**src/rtl/pwm_audio_dac_pkg.sv**
```systemverilog
// Shared constants for the PWM audio DAC slice: gain fraction bits, underrun counter width,
// and the midscale duty helper.
package pwm_audio_dac_pkg;

    localparam int unsigned GAIN_FRAC = 3;
    localparam int unsigned UCNT_W    = 16;

    function automatic int unsigned midscale(input int unsigned w);
        return 32'd1 << (w - 1);
    endfunction

endpackage

```
**src/rtl/pwm_audio_dac_if.sv**
```systemverilog
// Sample stream handshake between the sine generator and the PWM DAC.
interface pwm_audio_dac_if #(
    parameter int unsigned DATA_W = 8
);

    logic [DATA_W-1:0] data;
    logic              valid;
    logic              ready;

    modport master (output data, output valid, input  ready);
    modport slave  (input  data, input  valid, output ready);

endinterface

```
**src/rtl/pwm_audio_dac_gain_sat.sv**
```systemverilog
// audio_gain_sat: combinational signed sample x unsigned gain, arithmetic shift by GAIN_FRAC,
// clamp to the signed DATA_W range.
module audio_gain_sat
    import pwm_audio_dac_pkg::*;
#(
    parameter int unsigned DATA_W = 8,
    parameter int unsigned GAIN_W = 4
) (
    input  logic [DATA_W-1:0] din,
    input  logic [GAIN_W-1:0] gain,
    output logic [DATA_W-1:0] dout
);

    localparam int unsigned PROD_W = DATA_W + GAIN_W + 1;

    localparam logic signed [PROD_W-1:0] SAT_MAX = {{(PROD_W-DATA_W+1){1'b0}}, {(DATA_W-1){1'b1}}};
    localparam logic signed [PROD_W-1:0] SAT_MIN = {{(PROD_W-DATA_W+1){1'b1}}, {(DATA_W-1){1'b0}}};

    logic signed [PROD_W-1:0] din_x;
    logic signed [PROD_W-1:0] gain_x;
    logic signed [PROD_W-1:0] prod;
    logic signed [PROD_W-1:0] shr;

    always_comb begin
        din_x  = {{(PROD_W-DATA_W){din[DATA_W-1]}}, din};
        gain_x = {{(PROD_W-GAIN_W){1'b0}}, gain};
        prod   = din_x * gain_x;
        // >>> on a signed operand rounds toward -inf
        shr    = prod >>> GAIN_FRAC;
        if (shr > SAT_MAX) begin
            dout = {1'b0, {(DATA_W-1){1'b1}}};
        end else if (shr < SAT_MIN) begin
            dout = {1'b1, {(DATA_W-1){1'b0}}};
        end else begin
            dout = shr[DATA_W-1:0];
        end
    end

endmodule

```
**src/rtl/pwm_audio_dac.sv**
```systemverilog
// PWM audio DAC: one-entry sample buffer, gain/saturate, offset-binary duty, PWM carrier.
// Optional `PWM_UNDERRUN_CNT_EN adds the saturating underrun_cnt output.
module pwm_audio_dac
    import pwm_audio_dac_pkg::*;
#(
    parameter int unsigned DATA_W = 8,
    parameter int unsigned PWM_W  = 8,
    parameter int unsigned GAIN_W = 4
) (
    input  logic              sys_clk,
    input  logic              sys_rst,
    pwm_audio_dac_if.slave    s,
    input  logic [GAIN_W-1:0] gain,
    input  logic              enable,
    output logic              pwm_out,
    output logic              frame_start,
    output logic              underrun
`ifdef PWM_UNDERRUN_CNT_EN
    ,
    output logic [UCNT_W-1:0] underrun_cnt
`endif
);

    localparam logic [PWM_W-1:0] DUTY_MID = PWM_W'(midscale(PWM_W));

    logic [PWM_W-1:0]  cnt;
    logic [PWM_W-1:0]  duty;
    logic [PWM_W-1:0]  duty_load;
    logic [DATA_W-1:0] hold;
    logic [DATA_W-1:0] gained;
    logic              hold_full;
    logic              capture;
    logic              load;

    audio_gain_sat #(
        .DATA_W (DATA_W),
        .GAIN_W (GAIN_W)
    ) u_gain_sat (
        .din  (s.data),
        .gain (gain),
        .dout (gained)
    );

    always_comb begin
        s.ready   = !hold_full;
        capture   = s.valid && !hold_full;
        load      = enable && (cnt == '1);
        duty_load = PWM_W'({~hold[DATA_W-1], hold[DATA_W-2:0]}) << (PWM_W - DATA_W);
    end

    always_ff @(posedge sys_clk or negedge sys_rst) begin
        if (!sys_rst) begin
            cnt         <= '0;
            duty        <= DUTY_MID;
            hold        <= '0;
            hold_full   <= 1'b0;
            pwm_out     <= 1'b0;
            frame_start <= 1'b0;
            underrun    <= 1'b0;
        end else begin
            cnt         <= enable ? cnt + PWM_W'(1) : '0;
            pwm_out     <= enable && (cnt < duty);
            frame_start <= load;
            underrun    <= load && !hold_full;
            if (capture) begin
                hold <= gained;
            end
            // a capture wins over the load's clear so a sample arriving at the frame edge is kept
            if (capture) begin
                hold_full <= 1'b1;
            end else if (load) begin
                hold_full <= 1'b0;
            end
            if (load && hold_full) begin
                duty <= duty_load;
            end
        end
    end

`ifdef PWM_UNDERRUN_CNT_EN
    always_ff @(posedge sys_clk or negedge sys_rst) begin
        if (!sys_rst) begin
            underrun_cnt <= '0;
        end else if (underrun && (underrun_cnt != '1)) begin
            underrun_cnt <= underrun_cnt + UCNT_W'(1);
        end
    end
`endif

endmodule
```
**src/flat_wrapper.sv**
```systemverilog
// flat-port wrapper written by rule: the top's interface ports become plain ports
module pwm_audio_dac_flat import pwm_audio_dac_pkg::*;
#(
    parameter int unsigned DATA_W = 8,
    parameter int unsigned PWM_W  = 8,
    parameter int unsigned GAIN_W = 4
)
  (sys_clk, sys_rst, gain, enable, pwm_out, frame_start, underrun, s_data, s_valid, s_ready);
  pwm_audio_dac_if #(.DATA_W(DATA_W)) s_i ();
  input  logic sys_clk;
  input  logic sys_rst;
  input  logic [GAIN_W-1:0] gain;
  input  logic enable;
  output logic pwm_out;
  output logic frame_start;
  output logic underrun;
  input wire logic [$bits(s_i.data)-1:0] s_data;
  input wire logic [$bits(s_i.valid)-1:0] s_valid;
  output wire logic [$bits(s_i.ready)-1:0] s_ready;
  assign s_i.data = s_data;
  assign s_i.valid = s_valid;
  assign s_ready = s_i.ready;
  pwm_audio_dac #(.DATA_W(DATA_W), .PWM_W(PWM_W), .GAIN_W(GAIN_W)) u_core (.sys_clk(sys_clk), .sys_rst(sys_rst), .s(s_i), .gain(gain), .enable(enable), .pwm_out(pwm_out), .frame_start(frame_start), .underrun(underrun));
endmodule
```
**config.mk**
```make
export PLATFORM = sky130hd
export DESIGN_NAME = pwm_audio_dac_flat
export DESIGN_NICKNAME = d
export VERILOG_FILES = /design/src/rtl/pwm_audio_dac_pkg.sv /design/src/rtl/pwm_audio_dac_if.sv /design/src/rtl/pwm_audio_dac_gain_sat.sv /design/src/rtl/pwm_audio_dac.sv /design/src/flat_wrapper.sv
export SDC_FILE = /design/constraint.sdc
export NUM_CORES = 1
export LEC_CHECK = 0
export CAP_MARGIN = 20
export CORE_MARGIN = 4
export CORE_UTILIZATION = 45
export CTS_BUF_LIST = sky130_fd_sc_hd__clkbuf_8
export CTS_CLUSTER_SIZE = 20
export DETAILED_ROUTE_END_ITERATION = 7
export PLACE_DENSITY_LB_ADDON = 0.3
export SYNTH_ARGS = -nofsm -noshare
export SYNTH_HDL_FRONTEND = slang
export SYNTH_SLANG_ARGS = --single-unit
```
**constraint.sdc**
```tcl
create_clock -name sys_clk -period 5.3 [get_ports sys_clk]
set_input_delay 0.795 -clock sys_clk [delete_from_list [all_inputs] [get_ports sys_clk]]
set_output_delay 0.795 -clock sys_clk [all_outputs]
set_load 0.02 [all_outputs]
```
Word level (Yosys, flattened, before mapping)
Cells that the tools add are included.

Mux-type cells: 5. Eq/ne operators: 1. Multiply operators: 1. $add $sub $neg: 1. Bitwise gates (word level): 1. Reductions and logical operators: 7. $lt $le $gt $ge: 3.

Operator list (number): two-way mux 8 bit (3); multiplier 8 x 5 -> 13 bit (1); > comparator 10 x 8 -> 1 bit (second input constant) (1); less-than comparator 10 x 8 -> 1 bit (second input constant) (1); adder 8 x 1 -> 8 bit (second input constant) (1); equality test 8 bit (second input constant) (1); less-than comparator 8 bit (1); logical AND 1 bit (5); two-way mux 1 bit (2); nonzero test 2 bit (1); zero test 1 bit (1); inverter 1 bit (1).

Word-level logic and storage cells: 26. Bits of input ports: 16. Bits in registers: 28. Output and inout bits: 4.

Logic depth before layout (Yosys ltp)
Gate-level depths: netlist (run 1).

Word-level depth: 4. Depth in mapped cells: 15. Mapped depth without buffers: 15.

Hierarchy
Synthesis (run 1) repeated with hierarchy kept, for this count alone.

Cells, all modules: 279. Area total of the unflattened synthesis: 2692.6 um^2.

Modules (own cells, without submodules): audio_gain_sat (times used 1, area each 1423.9 um^2, cells each 179, sequential area each 0.0 um^2); pwm_audio_dac (times used 1, area each 1268.7 um^2, cells each 100, sequential area each 701.9 um^2).

Worst setup path before layout (run 1)
No wires, ideal clock.

Path type: input port to flip-flop. Start point: input s_data[4]. End point: register u_core.hold[6]. Data required time: 5.218 ns. Library setup time: 0.082 ns. Stages: 14. Path slack: 0.957 ns. Arrival: 4.262 ns. Buffers on the path: 0. Path through: and2_1 -> ha_1 -> fa_1 -> inv_1 -> fa_1 -> inv_1 -> ha_1 -> a21o_1 -> a221oi_2 -> o21ai_2 -> xnor2_1 -> o22ai_1 -> o32ai_1 -> a31oi_1.

Cells in the longest elaborated chain, start to end: 4. Elaborated cells between the ends (all ways): 5. Those cells by class: 1 x mul; 2 x order compare; 2 x mux.

Ends and longest elaborated chain: from (decl) (RTL line flat_wrapper.sv:17) `input wire logic [$bits(s_i.data)-1:0] s_data;`; multiplier 8 x 5 -> 13 bit * (RTL line pwm_audio_dac_gain_sat.sv:27) `prod = din_x * gain_x;`; less-than comparator 10 x 8 -> 1 bit (RTL line pwm_audio_dac_gain_sat.sv:32) `end else if (shr < SAT_MIN) begin`; two-way mux 8 bit (RTL line pwm_audio_dac_gain_sat.sv:32); two-way mux 8 bit * (RTL line pwm_audio_dac_gain_sat.sv:30) `if (shr > SAT_MAX) begin`; to (signal assigned) (RTL line pwm_audio_dac.sv:66) `hold <= gained;`; to (decl) (RTL line pwm_audio_dac.sv:29) `logic [DATA_W-1:0] hold;`.

Every way passes the cells marked *; elsewhere a longest branch is shown, timed or not. A chain may end at the register's enable or synchronous reset.

Worst setup path after layout (run 1)
Start point: input gain[2]. End point: register u_core.hold[6].

Cells in the longest elaborated chain, start to end: 4. Elaborated cells between the ends (all ways): 5. Those cells by class: 1 x mul; 2 x order compare; 2 x mux.

Ends and longest elaborated chain: from (decl) (RTL line flat_wrapper.sv:12) `input logic [GAIN_W-1:0] gain;`; multiplier 8 x 5 -> 13 bit * (RTL line pwm_audio_dac_gain_sat.sv:27); less-than comparator 10 x 8 -> 1 bit (RTL line pwm_audio_dac_gain_sat.sv:32); two-way mux 8 bit (RTL line pwm_audio_dac_gain_sat.sv:32); two-way mux 8 bit * (RTL line pwm_audio_dac_gain_sat.sv:30).

Marked as above.

==> results of run 1 <==
-- registers in the layout, indices dropped and copies added (netlist names) --
signal,flops
u_core.frame_start,1
u_core.underrun,1
u_core.cnt,8
u_core.hold_full,1
u_core.duty,8
u_core.hold,8
u_core.pwm_out,1
-- final timing paths --
| kind | endpoint | slack [ns] | from |
|---|---|---|---|
| setup / recovery | u_core.hold[6]$_DFFE_PN0P_ | 0.44 | gain[2] |
| hold / removal | u_core.duty[7]$_DFFE_PN1P_ | 0.43 | u_core.hold[7]$_DFFE_PN0P_ |
| setup reg to reg | u_core.duty[2]$_DFFE_PN0P_ | 3.37 | u_core.cnt[0]$_DFF_PN0_ |
| hold reg to reg | u_core.duty[7]$_DFFE_PN1P_ | 0.43 | u_core.hold[7]$_DFFE_PN0P_ |
| max in group asynchronous | u_core.duty[7]$_DFFE_PN1P_ | 4.11 | sys_rst |
| min in group asynchronous | u_core.cnt[7]$_DFF_PN0_ | 0.89 | sys_rst |
-- worst max-delay path, delay by kind of cell --
kind | cells | cell delay (ns)
and+or+nand+nor | 1 | 0.21
AOI/OAI and AO/OA | 6 | 1.56
xor gates and xnor gates | 1 | 0.16
adders and majority gates | 4 | 1.71
buffers and inverters | 3 | 0.62
-- metrics by stage --
stage,std cells,instance area [um^2]
2_1_floorplan,275,2640
3_3_place_gp,366,2920
3_5_place_dp,366,2920
4_1_cts,370,2980
5_1_grt,370,2980
6_report,370,2980
-- power groups by stage --
stage	Sequential (uW)	Combinational [uW]	Clock, uW
floorplan	258	287	0
global placement	263	359	0
detailed placement	264	363	0
CTS	259	364	135
global route	264	414	144
finish	259	360	128
-- cell families after synthesis --
family,after synthesis
AOI/OAI and AO/OA,46
xor gates and xnor gates,17
adders and majority gates,47
buffers and inverters,47
DFF,28
muxes,7
and+or+nand+nor,83
-- area by class of cell --
class	instances	area, um^2	area share, %
inverters	46	173	5.80
clock buffers	4	55.1	1.85
multi-input cells	200	1760	59.1
well taps	72	90.1	3.03
repair buffers	20	198	6.64
flip-flops and latches	28	702	23.6
-- synthesized netlist by cell type, drive strengths merged, types with 2 or more instances --
library cell and number:
and3 2, o21a 2, and2 29, a211oi 3, o221ai 2, nand2 21
dfrtp 27, ha 30, a31oi 5, a21o 10, nor2 11, a21oi 6
inv 46, o21ai 6, mux2 7, fa 17, o31ai 4, nor2b 2
xor2 7, nand3 6, xnor2 10, or2b 2, nor3 3, nand2b 3
-- metal layers --
metal | GRT usage, % | vias to the layer above | wire length, um
li1 | - | 965 | -
met1 | 18.3 | 893 | 2240
met5 | 0 | - | 0
met4 | 3.02 | 0 | 32
met2 | 22.7 | 9 | 2150
met3 | 2.26 | 5 | 73
==> summary by stage, run 1 <==
Outcome
The run finished with clean final reports.

Global routing
For this run, the total global-route usage over all layers was measured as 13.5%. The number of global-route vias before repair is 1907. The number of antenna violations at the first check in global routing is 0. After global routing the overflow that remains totals 0. The first global-routing pass estimated 8250 um of wire. Entering global routing, the biggest net connects 29 pins.

CTS
CTS built an H-tree with a depth of 1. The number of setup buffers added after CTS is 0. TritonCTS built the clock tree. The longest clock path from root to sink contains 2 buffers.

For this design, the sink count on the clock tree is 28. The clock tree root driver cell is clkbuf_8. The clock reaches the later pin of the worst-skew pair after 0.27 ns. The post-cts sizing count is 0.

The total clock buffers created by CTS is 3. The quantity of hold-fixing buffers added after cts is 0. Clock-pin slew was measured on the worst setup and hold paths at 0.09 ns.

Setup path
The category of the worst setup path launch point is an input pin. Measured in cells, the most critical reg-to-reg path has a length of 6. STA classifies the critical path endpoint as a flip-flop.

In this run the worst path has a maximum fanout of 8. The data arrival at the endpoint of the critical path is 5.06 ns. The delay contributed by the slowest stage of the critical path is 0.54 ns.

The signal on the critical path passes through clkdlybuf4s50_1 > and2_1 > ha_1 > fa_1 > inv_1 > fa_1 > inv_1 > ha_1 > a21o_1 > a221oi_2 > o21ai_2 > xnor2_1 > o22ai_1 > o32ai_1 > a31oi_1. The classification of the worst setup path is input pin to flip-flop. The standard cell with the maximum stage delay on the critical path is fa_1.

The worst path required time is 5.50 ns.

Logic synthesis
The share of synthesized cell area in and, or, nand and nor gates is 17.0%. Summing the areas of all xor and xnor instances in the mapped netlist gives 5.64% of the synthesized area. The number of synthesized flops with an enable pin is 0. The count of synthesis-stage warnings from yosys is 0.

Of the total synthesized cell area, the portion taken by full adders, half adders and majority gates is 27.1%. The synthesized netlist occupies a cell area of 0.00264 mm^2. The count of mapped cells out of synthesis is 275.

The fraction of synthesized area in multiplexers is 2.99%. After synthesis, the netlist uses 46 different library cells. The leading area contributor after synthesis is dfrtp_1. After synthesis, the largest family of logic cells by area is adder cells.

The most common flop cell mapped by yosys is dfrtp_1. In the post-synthesis netlist, the biggest area contributors are dfrtp_1 26%, ha_1 14%, fa_1 13%. The post-synthesis sequential element count is 28. The synthesized netlist devotes 13.9% of its cell area to compound gates. In the synthesized netlist the async set-or-reset flop fraction comes to 100%. After synthesis, the mean cell area works out to 9.60 um^2.

The share of the synthesized area in the top cell type is 25.6%. The number of nets in the synthesized netlist is 338. The share of the yosys chip area belonging to registers is 26.6%.

Timing
The number of hold-slack violations in the final timing report is 0. Setup violations remaining at the end of the flow were counted as 0. The transition time at the pin with the least slew margin is 0.939 ns. Timing would allow up to 206 MHz. Setup total negative slack on the finished layout was measured at 0 ns. Across all setup checks in the final design, the least slack found is 0.437 ns. The number of pins exceeding their max-slew limit in the final report is 0. The final critical path time including I/O delays and setup is 4.86 ns.

Between clock sinks in the finished design, the worst skew comes to 0.00176 ns. In this run the tightest slew margin relative to its limit is 37.3%. Setup repair after global routing left no endpoint under its margin.

After layout, the worst path uses 91.8% of the clock period. Hold timing on the final database bottoms out at a slack of 0.433 ns.

Hold path
The tightest min-delay check is of the flip-flop to flip-flop type. The instance count along the most critical hold path is 1.

Floorplan
The chip height is 84.6 um. The I/O pin count is 20. The initial utilization of the core area, before any placement, comes to 47.1%. The total core area is 0.00561 mm^2. The floorplan step set the die width to 84.6 um. The area of the die is 0.00715 mm^2. The number of cell rows is 27.

Pwr
Of the total power, the share spent switching nets is 37.2%. VDD sags by at most 0.147 mV. The net switching component of the power is 278 uW. The combinational fraction of design power is 48.2%. The internal power is 469 uW. Of the total power, registers draw 34.6%. The overall power consumption is 747 uW.

The leakage power total is 0.00148 uW. The power per cell area is 251 mW/mm^2. The clock network burns 17.2% of the power.

Drt
The remaining design rule violation count is 0. The pre-antenna-repair detailed-routing pass consisted of 4 iterations. The starting DRC count in detailed routing is 41. The routed design has 4490 um of wire. The via count is 1872.

The via count normalized by instance count is 5.06. The antenna violation net count after detailed routing is 0. The average routed wire per standard cell is 12.1 um.

Final layout
The number of filler cells placed in the layout is 539. The most common cell after layout, fill and taps aside is inv_1. Leaving out fill and tap cells, the most frequent cells in the layout are 46 x inv_1, 30 x ha_1, 29 x and2_1, 27 x dfrtp_1, 21 x nand2_1. After the last flow step, the layout net total stands at 362. The layout cell share with drive strength beyond 1 is 7.72%. The area growth from synthesis to final layout is 12.8%.

0 antenna diodes ended up in the layout. For this run, the share of the core covered by cells in the final layout is 53.1%.

Place
At the end of routability-driven placement, the weighted congestion stood at 0.761. The count of buffers from port buffering is 19. Prior to clock tree synthesis, the placed netlist has a worst setup slack of 0.137 ns. Detailed placement ended at an HPWL of 3780 um.

Job
The tool flagged a number of max-cap violations equal to 0.
Note: power is estimated with default switching activity, not from simulation.
==> run 2: changes to the inputs <==
--- a/config.mk
+++ b/config.mk
@@ -8,10 +8,10 @@
 export CAP_MARGIN = 20
 export CORE_MARGIN = 4
 export CORE_UTILIZATION = 45
-export CTS_BUF_LIST = sky130_fd_sc_hd__clkbuf_8
 export CTS_CLUSTER_SIZE = 20
 export DETAILED_ROUTE_END_ITERATION = 7
 export PLACE_DENSITY_LB_ADDON = 0.3
 export SYNTH_ARGS = -nofsm -noshare
 export SYNTH_HDL_FRONTEND = slang
+export SYNTH_HIERARCHICAL = 1
 export SYNTH_SLANG_ARGS = --single-unit
==> run 2 against run 1 <==
Effect of this change: global-route usage grew 0.34 points; clock power grew 30%; wire length grew 5.0%; synthesized cell count grew 1.5%; non-clock buffer count is the same; core utilization grew 0.95 points; critical path depth is the same; cell count grew 1.1%; final area grew 2.4%; register-to-register slack lost 0.02 ns; largest cell class unchanged; highest routed layer unchanged.
==> summary by stage, run 2 <==
Logic synthesis
The most common cell in the synthesized netlist is inv_1. After synthesis, the most frequently instantiated cells are 51 x inv_1, 30 x ha_1, 27 x dfrtp_1. The count of unique library cells instantiated by Yosys is 48. The biggest area contributor in the post-synthesis netlist is dfrtp_1. Counting flops with an async set or reset pin after synthesis yields a share of 100%. The mapped netlist covers 0.00269 mm^2. Synthesis produced 279 cells. The share of the yosys chip area belonging to registers is 26.1%. The number of synthesized flops with an enable pin is 0. Among all flip-flop cells after synthesis, the most frequent one is dfrtp_1. The top cell type by area accounts for 25.1% of the synthesized area. By area the synthesized netlist is led by dfrtp_1 25%, ha_1 14%, fa_1 13%. Dividing the synthesized area by the synthesized cell count gives 9.65 um^2.

The synthesized design contains 28 register bits. The count of synthesis-stage warnings from yosys is 6. The number of nets in the synthesized netlist is 342.

Drt
The starting DRC count in detailed routing is 49. In the final routed layout, each cell accounts on average for 12.6 um. Once detail routing completed, the nets flagged for antenna violations numbered 0. For this block, the routed nets add up to 4720 um of wire.

The via count normalized by instance count is 5.17. The length of the first detailed-routing pass in iterations is 4. The via count is 1934. After detailed routing, the number of remaining DRC violations is 0.

Timing
The tightest hold margin is 0.432 ns. After routing, the total negative slack on setup checks comes to 0 ns. The ratio of final minimum period to clock period is 90.8%. The number of hold-slack violations in the final timing report is 0. Setup repair after global routing left no endpoint under its margin. The number of pins exceeding their max-slew limit in the final report was 0.

The count of endpoints failing setup in the final report is 0. At the pin with the least slew margin, the transition time is 0.701 ns. Counting I/O delays and the setup requirement, the final critical path takes 4.81 ns.

The clock skew is 0.00798 ns. The worst pin sits at a relative slew slack of 53.2%. Based on the critical path, the design can be clocked at up to 208 MHz.

Global routing
The wire length of the first global-routing pass is 8430 um. Entering global routing, the biggest net connects 29 pins. The number of antenna violations at the first check in global routing is 0. The global route total overflow is 0. For this run, the total global-route usage over all layers was measured as 13.9%. The number of global-route vias before repair was 1978.

CTS
Clock tree synthesis inserted a total of 3 buffers. The number of setup buffers added after CTS is 0. The tree is rooted in a clkbuf_8. At the later pin of the worst-skew pair, clock insertion delay measures 0.27 ns. No sink is reached through more buffers than the 2 on the longest clock path. The post-cts sizing count is 0. The number of sinks driven by the clock tree is 28. For this design, the CTS-stage hold fixing added 0 buffers.

The CTS tree is yes. Clock-pin slew was measured on the worst setup and hold paths at 0.09 ns. CTS built an H-tree with a depth of 1.

Floorplan
The die outline width is 85.4 um. The effective utilization at floorplan is 47.7%. The area of the die is 0.00729 mm^2. The total core area is 0.00564 mm^2. The number of cell rows is 27. The chip height is 85.4 um. 20 I/O pins were placed.

Job
Across the run, the number of max-cap violations was 0.

Place
Summed over all nets, the half-perimeter wirelength after detailed placement is 3960 um. In this run the tool buffered the top-level ports with 19 buffer cells. The post-placement cell count is 370.

The last weighted congestion value of the routability-driven placer is 0.797.

Setup path
STA puts the critical path data arrival time at 4.97 ns. The largest single stage delay on the critical path is 0.53 ns. The worst setup path is captured at a flip-flop. The classification of the worst setup path is input pin to flip-flop. The largest fanout of any net on the critical path is 8. STA classifies the critical path startpoint as an input pin.

The critical path goes through clkdlybuf4s50_1 > and2_1 > ha_1 > fa_1 > inv_1 > fa_1 > inv_1 > ha_1 > o21ai_0 > nor3_2 > o211a_1 > or3_4 > a22oi_4 > o21ai_1 > mux2_2. The minimum setup slack among reg-to-reg paths is 3.35 ns. The worst path required time is 5.46 ns. Among all stages on the critical path, the largest delay is contributed by fa_1.

Pwr
The combinational fraction of design power is 46.9%. The internal power is 519 uW. Power spread over the standard cell area amounts to 265 mW/mm^2. The maximum resistive drop on vdd is 0.134 mV. Per report_power, the clock group accounts for 20.6% of the total. Registers are responsible for 32.5% of the overall power. The leakage power total is 0.00146 uW. In this run the power spent charging and discharging nets is 290 uW. The switching portion of total power is 35.9%.

Final layout
The layout cell share with drive strength beyond 1 is 11.9%. Excluding fillers, the count of instances in the completed layout stands at 374. The largest registers in the layout are u_core/cnt: 8 flops, u_core/duty: 8 flops, u_core/hold: 8 flops. After filler insertion, the fill cell instance count of the layout stands at 488.

The most common cell after layout, fill and taps aside is inv_1. The number of antenna diodes in the final layout is 0. The count of nets after finishing is 366. Cells fill 54.0% of the core in the end. In the layout the commonest cells are 51 x inv_1, 30 x ha_1, 27 x dfrtp_1, 23 x and2_1, 19 x clkdlybuf4s50_1. The area growth from synthesis to final layout is 13.2%.

Hold path
The path class of the tightest hold or removal check is flip-flop to flip-flop.

Outcome
The run finished with clean final reports.
run 2: changes by cell type after synthesis, moves of 5 or more:
cell,previous run,this run
nand2_1,21,16
mux2_1,5,0
and2_1,29,23
nand3_1,6,11
a31oi_1,5,0
a21oi_1,5,17
mux2_2,2,15
o21ai_0,3,8
inv_1,46,51
a21o_1,10,1
run 2: final cells by class:
| class | instances | area [um^2] | share of cell area, % |
|---|---|---|---|
| Multi-Input combinational cell | 199 | 1800 | 58.9 |
| Sequential cell | 28 | 702 | 23.0 |
| Timing Repair Buffer | 20 | 198 | 6.49 |
| Inverter | 51 | 191 | 6.28 |
| Tap cell | 72 | 90.1 | 2.96 |
| Clock buffer | 3 | 41.3 | 1.35 |
| Clock inverter | 1 | 30.0 | 0.985 |
run 2: routing by layer:
layer | track usage (%) | vias to the layer above | wire length (um)
met3 | 1.26 | 4 | 115
met2 | 24.4 | 23 | 2350
met1 | 17.8 | 919 | 2180
met5 | 0 | - | 0
li1 | - | 988 | -
met4 | 4.32 | 0 | 65
run 2: through the flow:
| step | setup WS (ns) | cell area, um^2 | power, uW |
|---|---|---|---|
| floorplan | 0.919 | 2690 | 565 |
| global placement | 0.276 | 2980 | 641 |
| detailed placement | 0.177 | 2980 | 650 |
| CTS | 0.480 | 3050 | 820 |
| global route | 0.208 | 3050 | 884 |
| finish | 0.490 | 3050 | 809 |
run 2: logic make-up (layout without fill, tap and decap cells):
family	count (synthesis)	in the layout	share of synthesized area (%)
multiplexers	16	16	6.64
AND/OR/NAND/NOR	75	75	16.2
XOR/XNOR	12	12	3.90
buffers and inverters	52	75	7.25
flip-flops	28	28	26.1
adder cells (fa/ha/maj)	47	47	26.6
AO/OA/AOI/OAI	49	49	13.4
run 2: worst paths after layout:
check / from / end / cells past startpoint
setup / recovery: gain[2] / u_core/hold[2]$_DFFE_PN0P_ / 15
hold / removal: u_core/hold[7]$_DFFE_PN0P_ / u_core/duty[7]$_DFFE_PN1P_ / 1
setup reg to reg: u_core/cnt[0]$_DFF_PN0_ / u_core/duty[6]$_DFFE_PN0P_ / 4
hold reg to reg: u_core/hold[7]$_DFFE_PN0P_ / u_core/duty[7]$_DFFE_PN1P_ / 1
max in group asynchronous: sys_rst / u_core/duty[7]$_DFFE_PN1P_ / 2
min in group asynchronous: sys_rst / u_core/hold_full$_DFFE_PN0P_ / 2
run 2: power groups by stage:
| stage | Clock [uW] | Combinational (uW) | Sequential [uW] |
|---|---|---|---|
| final | 167 | 379 | 262 |
| after detailed placement | 0 | 383 | 267 |
| after global placement | 0 | 376 | 266 |
| after CTS | 173 | 384 | 263 |
| after global routing | 181 | 437 | 266 |
| after floorplan | 0 | 305 | 260 |
run 2: critical path: cells and delay by family:
kind	cells	cell delay [ns]
AOI/OAI and AO/OA	4	0.87
adders and majority gates	4	1.70
and+or+nand+nor	3	0.73
buffers and inverters	3	0.59
muxes	1	0.27
==> run 3: changes to the inputs <==
--- a/config.mk
+++ b/config.mk
@@ -10,7 +10,7 @@
 export CORE_UTILIZATION = 45
 export CTS_CLUSTER_SIZE = 20
 export DETAILED_ROUTE_END_ITERATION = 7
-export PLACE_DENSITY_LB_ADDON = 0.3
+export PLACE_DENSITY = 0.62
 export SYNTH_ARGS = -nofsm -noshare
 export SYNTH_HDL_FRONTEND = slang
 export SYNTH_HIERARCHICAL = 1
==> run 3 against run 2 <==
Effect of this change: global-route usage is essentially flat; setup slack lost 0.052 ns; hold slack lost 0.016 ns; wire length shrank 2.5%; first-iteration DRC count grew 18%.
==> summary by stage, run 3 (synthesized netlist as in run 2, its figures left out) <==
Drt
The average routed wire per standard cell is 12.3 um. The wire length after detailed routing is 4600 um. The via count is 1902. The starting DRC count in detailed routing is 58.

The via count normalized by instance count is 5.09. After detailed routing, the number of remaining DRC violations is 0. The length of the first detailed-routing pass in iterations is 4.

The detail route stage leaves a number of antenna-violating nets equal to 0.

Setup path
For the worst setup path, the data required time is 5.47 ns. In this run the worst setup path begins at gain[2]. The endpoint identified for the worst register-to-register timing path is u_core/duty[0]$_DFFE_PN0P_.

The data arrival at the endpoint of the critical path is 5.03 ns. Among all stages on the critical path, the largest delay is contributed by fa_1. The worst setup path is captured at a flip-flop. The critical path goes through clkdlybuf4s50_1 > and2_1 > ha_1 > fa_1 > inv_1 > fa_1 > inv_1 > ha_1 > o21ai_0 > nor3_2 > o211a_1 > or3_4 > a22oi_4 > o21ai_1 > mux2_2.

The delay contributed by the slowest stage of the critical path is 0.53 ns. The setup check on the worst reg-to-reg path leaves a slack of 3.38 ns. The category of the worst setup path launch point is an input pin. The count of buffering cells on the critical path with inverters included is 3. The reg-to-reg critical path startpoint is u_core/cnt[0]$_DFF_PN0_. By startpoint and endpoint, the worst setup path is classified as input pin to flip-flop.

The largest fanout of any net on the critical path is 8. Broken down by cell family, the worst path's largest delay share belongs to adder cells. The number of cells on the worst reg-to-reg path is 4.

Final layout
The most common cell after layout, fill and taps aside is inv_1. The layout cell share with drive strength beyond 1 is 11.9%. The area growth from synthesis to final layout is 12.6%.

The count of inserted antenna diode cells is 0. In the final layout, the registers with the most flip-flops are u_core/cnt: 8 flops, u_core/duty: 8 flops, u_core/hold: 8 flops. In the layout the commonest cells are 51 x inv_1, 30 x ha_1, 27 x dfrtp_1, 23 x and2_1, 19 x clkdlybuf4s50_1. The count of placed standard cells in the final layout, fillers left out is 374.

The count of nets after finishing is 366.

Global routing
The number of global-route vias before repair was 1960. The wire length of the first global-routing pass is 8390 um. The number of antenna violations at the first check in global routing is 0. The total routing resource utilization after global routing is 13.9%. Summed over all layers, the global routing overflow is 0.

The maximum number of pins on one net before global-route repair is 29.

Floorplan
The number of cell rows is 27. The die outline width is 85.4 um. The area of the die is 0.00729 mm^2.

The chip height is 85.4 um. The I/O pin count is 20. The region available for standard cell placement spans 0.00564 mm^2. For this configuration, the core starts out at a cell density of 47.7%.

Timing
Summed over all failing endpoints, the final setup total negative slack is 0 ns. At the pin with the least slew margin, the transition time is 0.685 ns. The worst max-slew margin expressed relative to the limit is 54.2%.

The count of endpoints failing setup in the final report is 0. The number of hold-slack violations in the final timing report is 0. The clock skew is 0.00725 ns. The number of pins exceeding their max-slew limit in the final report came to 0. The clock period could shrink to 4.86 ns.

The tightest hold path in the finished design has a slack of 0.416 ns. After layout, the worst path uses 91.7% of the clock period. The highest clock rate is 206 MHz. Setup repair after global routing left no endpoint under its margin.

CTS
TritonCTS built the clock tree. The quantity of hold-fixing buffers added after cts is 0. The number of buffers on the longest clock path is 2.

The post-cts sizing count is 0. The total clock buffers created by CTS is 3. Clock latency on the worst-skew pair, taken at its later pin, is 0.27 ns. In this run the number of H-tree levels came out at 1. The clock slew at the register clock pins of the worst setup and hold paths is 0.09 ns. The number of sinks driven by the clock tree is 28. In this run the post-CTS setup repair buffer count came out at 0. In this run the clock root is driven by a clkbuf_8.

Pwr
Summed over all cells, the static leakage comes to 0.00146 uW. IR analysis of the VDD net gives a maximum drop of 0.103 mV. Power spread over the standard cell area amounts to 254 mW/mm^2.

Place
The last weighted congestion value of the routability-driven placer is 0.762. The count of buffers from port buffering is 19. The sum of net half-perimeters after detailed placement is 4000 um. Including well taps, the total number of placed cells is 370.

Hold path
The instance count along the most critical hold path is 1. The worst hold path terminates at u_core/duty[7]$_DFFE_PN1P_. The min-delay analysis places its worst path in the category flip-flop to flip-flop.

In this run the most critical hold path is launched from u_core/hold[7]$_DFFE_PN0P_.

Outcome
The run finished with clean final reports.

Job
The number of max-cap violations is 0.
==> run 3: layout make-up <==
| cell class | count | area (um^2) |
|---|---|---|
| sequential | 28 | 702 |
| clock buffer | 4 | 55.1 |
| multi-input combinational | 199 | 1800 |
| fill | 524 | 2610 |
| timing repair buffer | 20 | 198 |
| tap | 72 | 90.1 |
| inverter | 51 | 191 |
==> run 3: worst max path at each step <==
stage	endpoint	slack [ns]	cells past startpoint
after floorplan	u_core/hold[1]$_DFFE_PN0P_	0.92	14
after global placement	u_core/hold[1]$_DFFE_PN0P_	0.25	15
after detailed placement	u_core/hold[1]$_DFFE_PN0P_	0.15	15
after CTS	u_core/hold[1]$_DFFE_PN0P_	0.44	15
after global routing	u_core/hold[5]$_DFFE_PN0P_	0.21	16
final	u_core/hold[1]$_DFFE_PN0P_	0.44	15
==> run 3: routing by layer <==
layer  share of wire [%]  up-vias  GRT usage [%]  wire (um)
met5                   0        -              0          0
met2                  52       21           25.8       2400
li1                    -      986              -          -
met4                 1.5        0           4.46         70
met3                 2.2        5           1.46        102
met1                  44      890           16.6       2030
==> run 3: report_power, final <==
| part | internal [uW] | switching (uW) | leakage [uW] | total (uW) |
|---|---|---|---|---|
| Clock | 66.4 | 61.2 | 0.0000288 | 128 |
| Sequential | 245 | 15.6 | 0.000364 | 261 |
| Combinational | 172 | 210 | 0.00106 | 383 |
| Total | 484 | 287 | 0.00146 | 771 |
==> run 3: through the flow <==
stage	power [uW]	worst slack, ns	utilization [%]	cell area (um^2)
final	771	0.438	53.7	3030
after global routing	844	0.215	53.7	3030
after CTS	784	0.444	53.7	3030
after detailed placement	651	0.152	52.8	2980
after global placement	643	0.249	52.8	2980
after floorplan	565	0.919	-	2690
==> RTL edit, RTL diff (config.mk and constraints of run 3) <==
Add an input register stage for `gain`; this delays it by one clock. The other inputs are not delayed to match. Comments in the files are not updated.
--- a/src/rtl/pwm_audio_dac.sv
+++ b/src/rtl/pwm_audio_dac.sv
@@ -25,2 +25,8 @@
 
+    logic [GAIN_W-1:0] gain_q;
+
+    always_ff @(posedge sys_clk) begin
+        gain_q <= gain;
+    end
+
     logic [PWM_W-1:0]  cnt;
@@ -39,3 +45,3 @@
         .din  (s.data),
-        .gain (gain),
+        .gain (gain_q),
         .dout (gained)
Behaviour: no difference found for any inputs over 10 cycles, from zero or initial values and one cycle with sys_rst low; that may be too few to reach the edited logic, so the function may still have changed.
==> RTL edit against run 3 <==
  * Register-to-register slack lost 2.3 ns
  * Sequential cell count grew 4
  * Worst hold slack lost 0.0086 ns
  * Final area grew 4.6%
  * Total power grew 16%
  * First-iteration DRC count shrank 1.7%
  * Sequential power grew 11%
  * Synthesized area grew 3.0%
  * Combinational power shrank 2%
  * Worst setup slack gained 0.082 ns
  * Global-route usage grew 0.70 points
  * Routed wire length grew 7.8%
==> RTL edit: results (changes against run 3) <==
- The count of input and output buffers is 19 (unchanged).
- The critical path arrival is 4.94 ns (was 5.03 ns).
- The total negative setup slack was 0 ns (unchanged).
- The starting DRC count in detailed routing is 57 (was 58).
- The number of cells upsized or downsized after cts is 0 (unchanged).
- The number of nets in the final layout is 372 (was 366).
- The post-place instance area is 3060 um^2 (was 2980 um^2).
- The insertion delay to the later sink of the worst-skew pair is 0.28 ns.
- The leakage dissipation is 1.53 nW (was 1.46 nW).
- The peak fanout along the critical path was 7 (was 8).
- The deepest level of the CTS H-tree was 2 (was 1).
- The number of distinct library cells after synthesis came to 49 (was 48).
- The routability-driven placement congestion ratio was 0.776 (was 0.762).
- The root cell of the clock tree is clkbuf_8 (unchanged).
- The met1 layer usage reported by global route is 0.180 (was 0.166).
- The post-CTS setup-driven buffer insertion count is 0 (unchanged).
- The pre-CTS setup slack is 0.218 ns (was 0.152 ns).
- The detailed-route vias per instance is 5.15 (was 5.09).
- List of most frequent post-synthesis cells: 51 x inv_1, 30 x ha_1, 27 x dfrtp_1 (unchanged).
- The estimated wirelength of the detail-placed design came to 4110 um (was 4000 um).
- The met2 usage in global routing is 0.253 (was 0.258).
- The yosys synthesis warning count came to 6 (unchanged).
- The async set-or-reset flop fraction in the synthesized netlist is 0.875 (was 1.00).
- The fraction of layout cells with a size suffix above 1 was 0.129 (was 0.119).
- Status: completed (unchanged).
- Synth top area cells: dfrtp_1 24%, ha_1 14%, fa_1 12% (was dfrtp_1 25%, ha_1 14%, fa_1 13%).
- The maximum number of pins on one net before global-route repair is 29 (unchanged).
- The number of placed instances with taps included is 377 (was 370).
- The maximum resistive drop on vdd is 0.000152 V (was 0.000103 V).
- The transition time at the pin with the least slew margin was 0.726 ns (was 0.685 ns).
- The global-route usage over all layers is 0.146 (was 0.139).
- Registers with the highest flip-flop counts: u_core/cnt x8, u_core/duty x8, u_core/hold x8 (unchanged).
- The classification of the worst-slack hold path was reg2reg (unchanged).
- The net count after synthesis came to 346 (was 342).
- The predominant post-synthesis flop cell was dfrtp_1 (unchanged).
- The global routing usage on met3 was 0.0333 (was 0.0146).
- The sequential element share of the synthesized area came to 0.282 (was 0.261).
- The worst clock skew is 0.00823 ns (was 0.00725 ns).
- The post-detailed-route wirelength per cell is 12.9 um (was 12.3 um).
- The number of vias in the routed layout is 1983 (was 1902).
- The clock-pin slew on the worst setup and hold paths was 0.07 ns (was 0.09 ns).
- The number of global-route vias before repair is 2062 (was 1960).
- The number of CTS-inserted buffers is 5 (was 3).
- The number of antenna repair diodes is 0 (unchanged).
- The number of antenna violations at the first check in global routing came to 0 (unchanged).
- The first-pass GRT wire length is 8870 um (was 8390 um).
- The number of instances in the synthesized netlist is 283 (was 279).
## RTL edit: worst max-delay path: stages
cell             delay (ns)
clkdlybuf4s50_1        0.46
and2_1                 0.18
ha_1                   0.31
fa_1                   0.54
inv_1                  0.06
fa_1                   0.52
inv_1                  0.04
ha_1                   0.34
o21ai_0                0.29
nor3_2                 0.13
o211a_1                0.25
or3_4                  0.42
a22oi_4                0.25
o21ai_1                0.09
mux2_2                 0.27
## RTL edit: worst paths after layout
path | endpoint | startpoint | slack (ns) | depth (start not counted)
worst max-delay path | u_core/hold[1] | s_data[3] | 0.52 | 15
worst min-delay path | u_core/duty[7] | u_core/hold[7] | 0.41 | 1
worst max register to register | u_core/hold[1] | u_core/gain_q[2] | 1.13 | 14
worst min register to register | u_core/duty[7] | u_core/hold[7] | 0.41 | 1
max in group asynchronous | u_core/duty[7] | sys_rst | 4.12 | 2
min in group asynchronous | u_core/hold[5] | sys_rst | 0.88 | 2
## RTL edit: per-layer routing
metal / vias to the layer above / part of all wire
met2: 29 / 0.49
met1: 951 / 0.46
met4: 0 / 0.0069
li1: 999 / -
met5: - / 0
met3: 4 / 0.040
## RTL edit: stage by stage
step           hold WS, ns  total power, mW   util
2_1_floorplan        0.388            0.588      -
3_3_place_gp         0.401            0.666  0.514
3_5_place_dp         0.401            0.669  0.514
5_1_grt              0.432            0.966  0.533
6_report             0.407            0.893  0.533
4_1_cts              0.412            0.903  0.533
## RTL edit: final cells by class
cell class / count / area (um^2)
Tap cell: 75 / 93.8
Timing Repair Buffer: 20 / 198
Multi-Input combinational cell: 199 / 1800
Clock buffer: 5 / 68.8
Fill cell: 573 / 2780
Clock inverter: 3 / 42.5
Sequential cell: 32 / 782
Inverter: 51 / 191
## RTL edit: kinds of logic after synthesis
kind of cell | after synthesis | synth area share
buffers and inverters | 52 | 0.0704
AOI/OAI and AO/OA | 49 | 0.130
xor gates and xnor gates | 12 | 0.0379
DFF | 32 | 0.282
and+or+nand+nor | 75 | 0.157
muxes | 16 | 0.0645
adders and majority gates | 47 | 0.258
## RTL edit: power by group
group | leakage (nW) | internal, mW | switching, mW
Sequential | 0.404 | 0.272 | 0.0173
Combinational | 1.07 | 0.168 | 0.208
Clock | 0.0541 | 0.139 | 0.0886
Total | 1.53 | 0.579 | 0.314
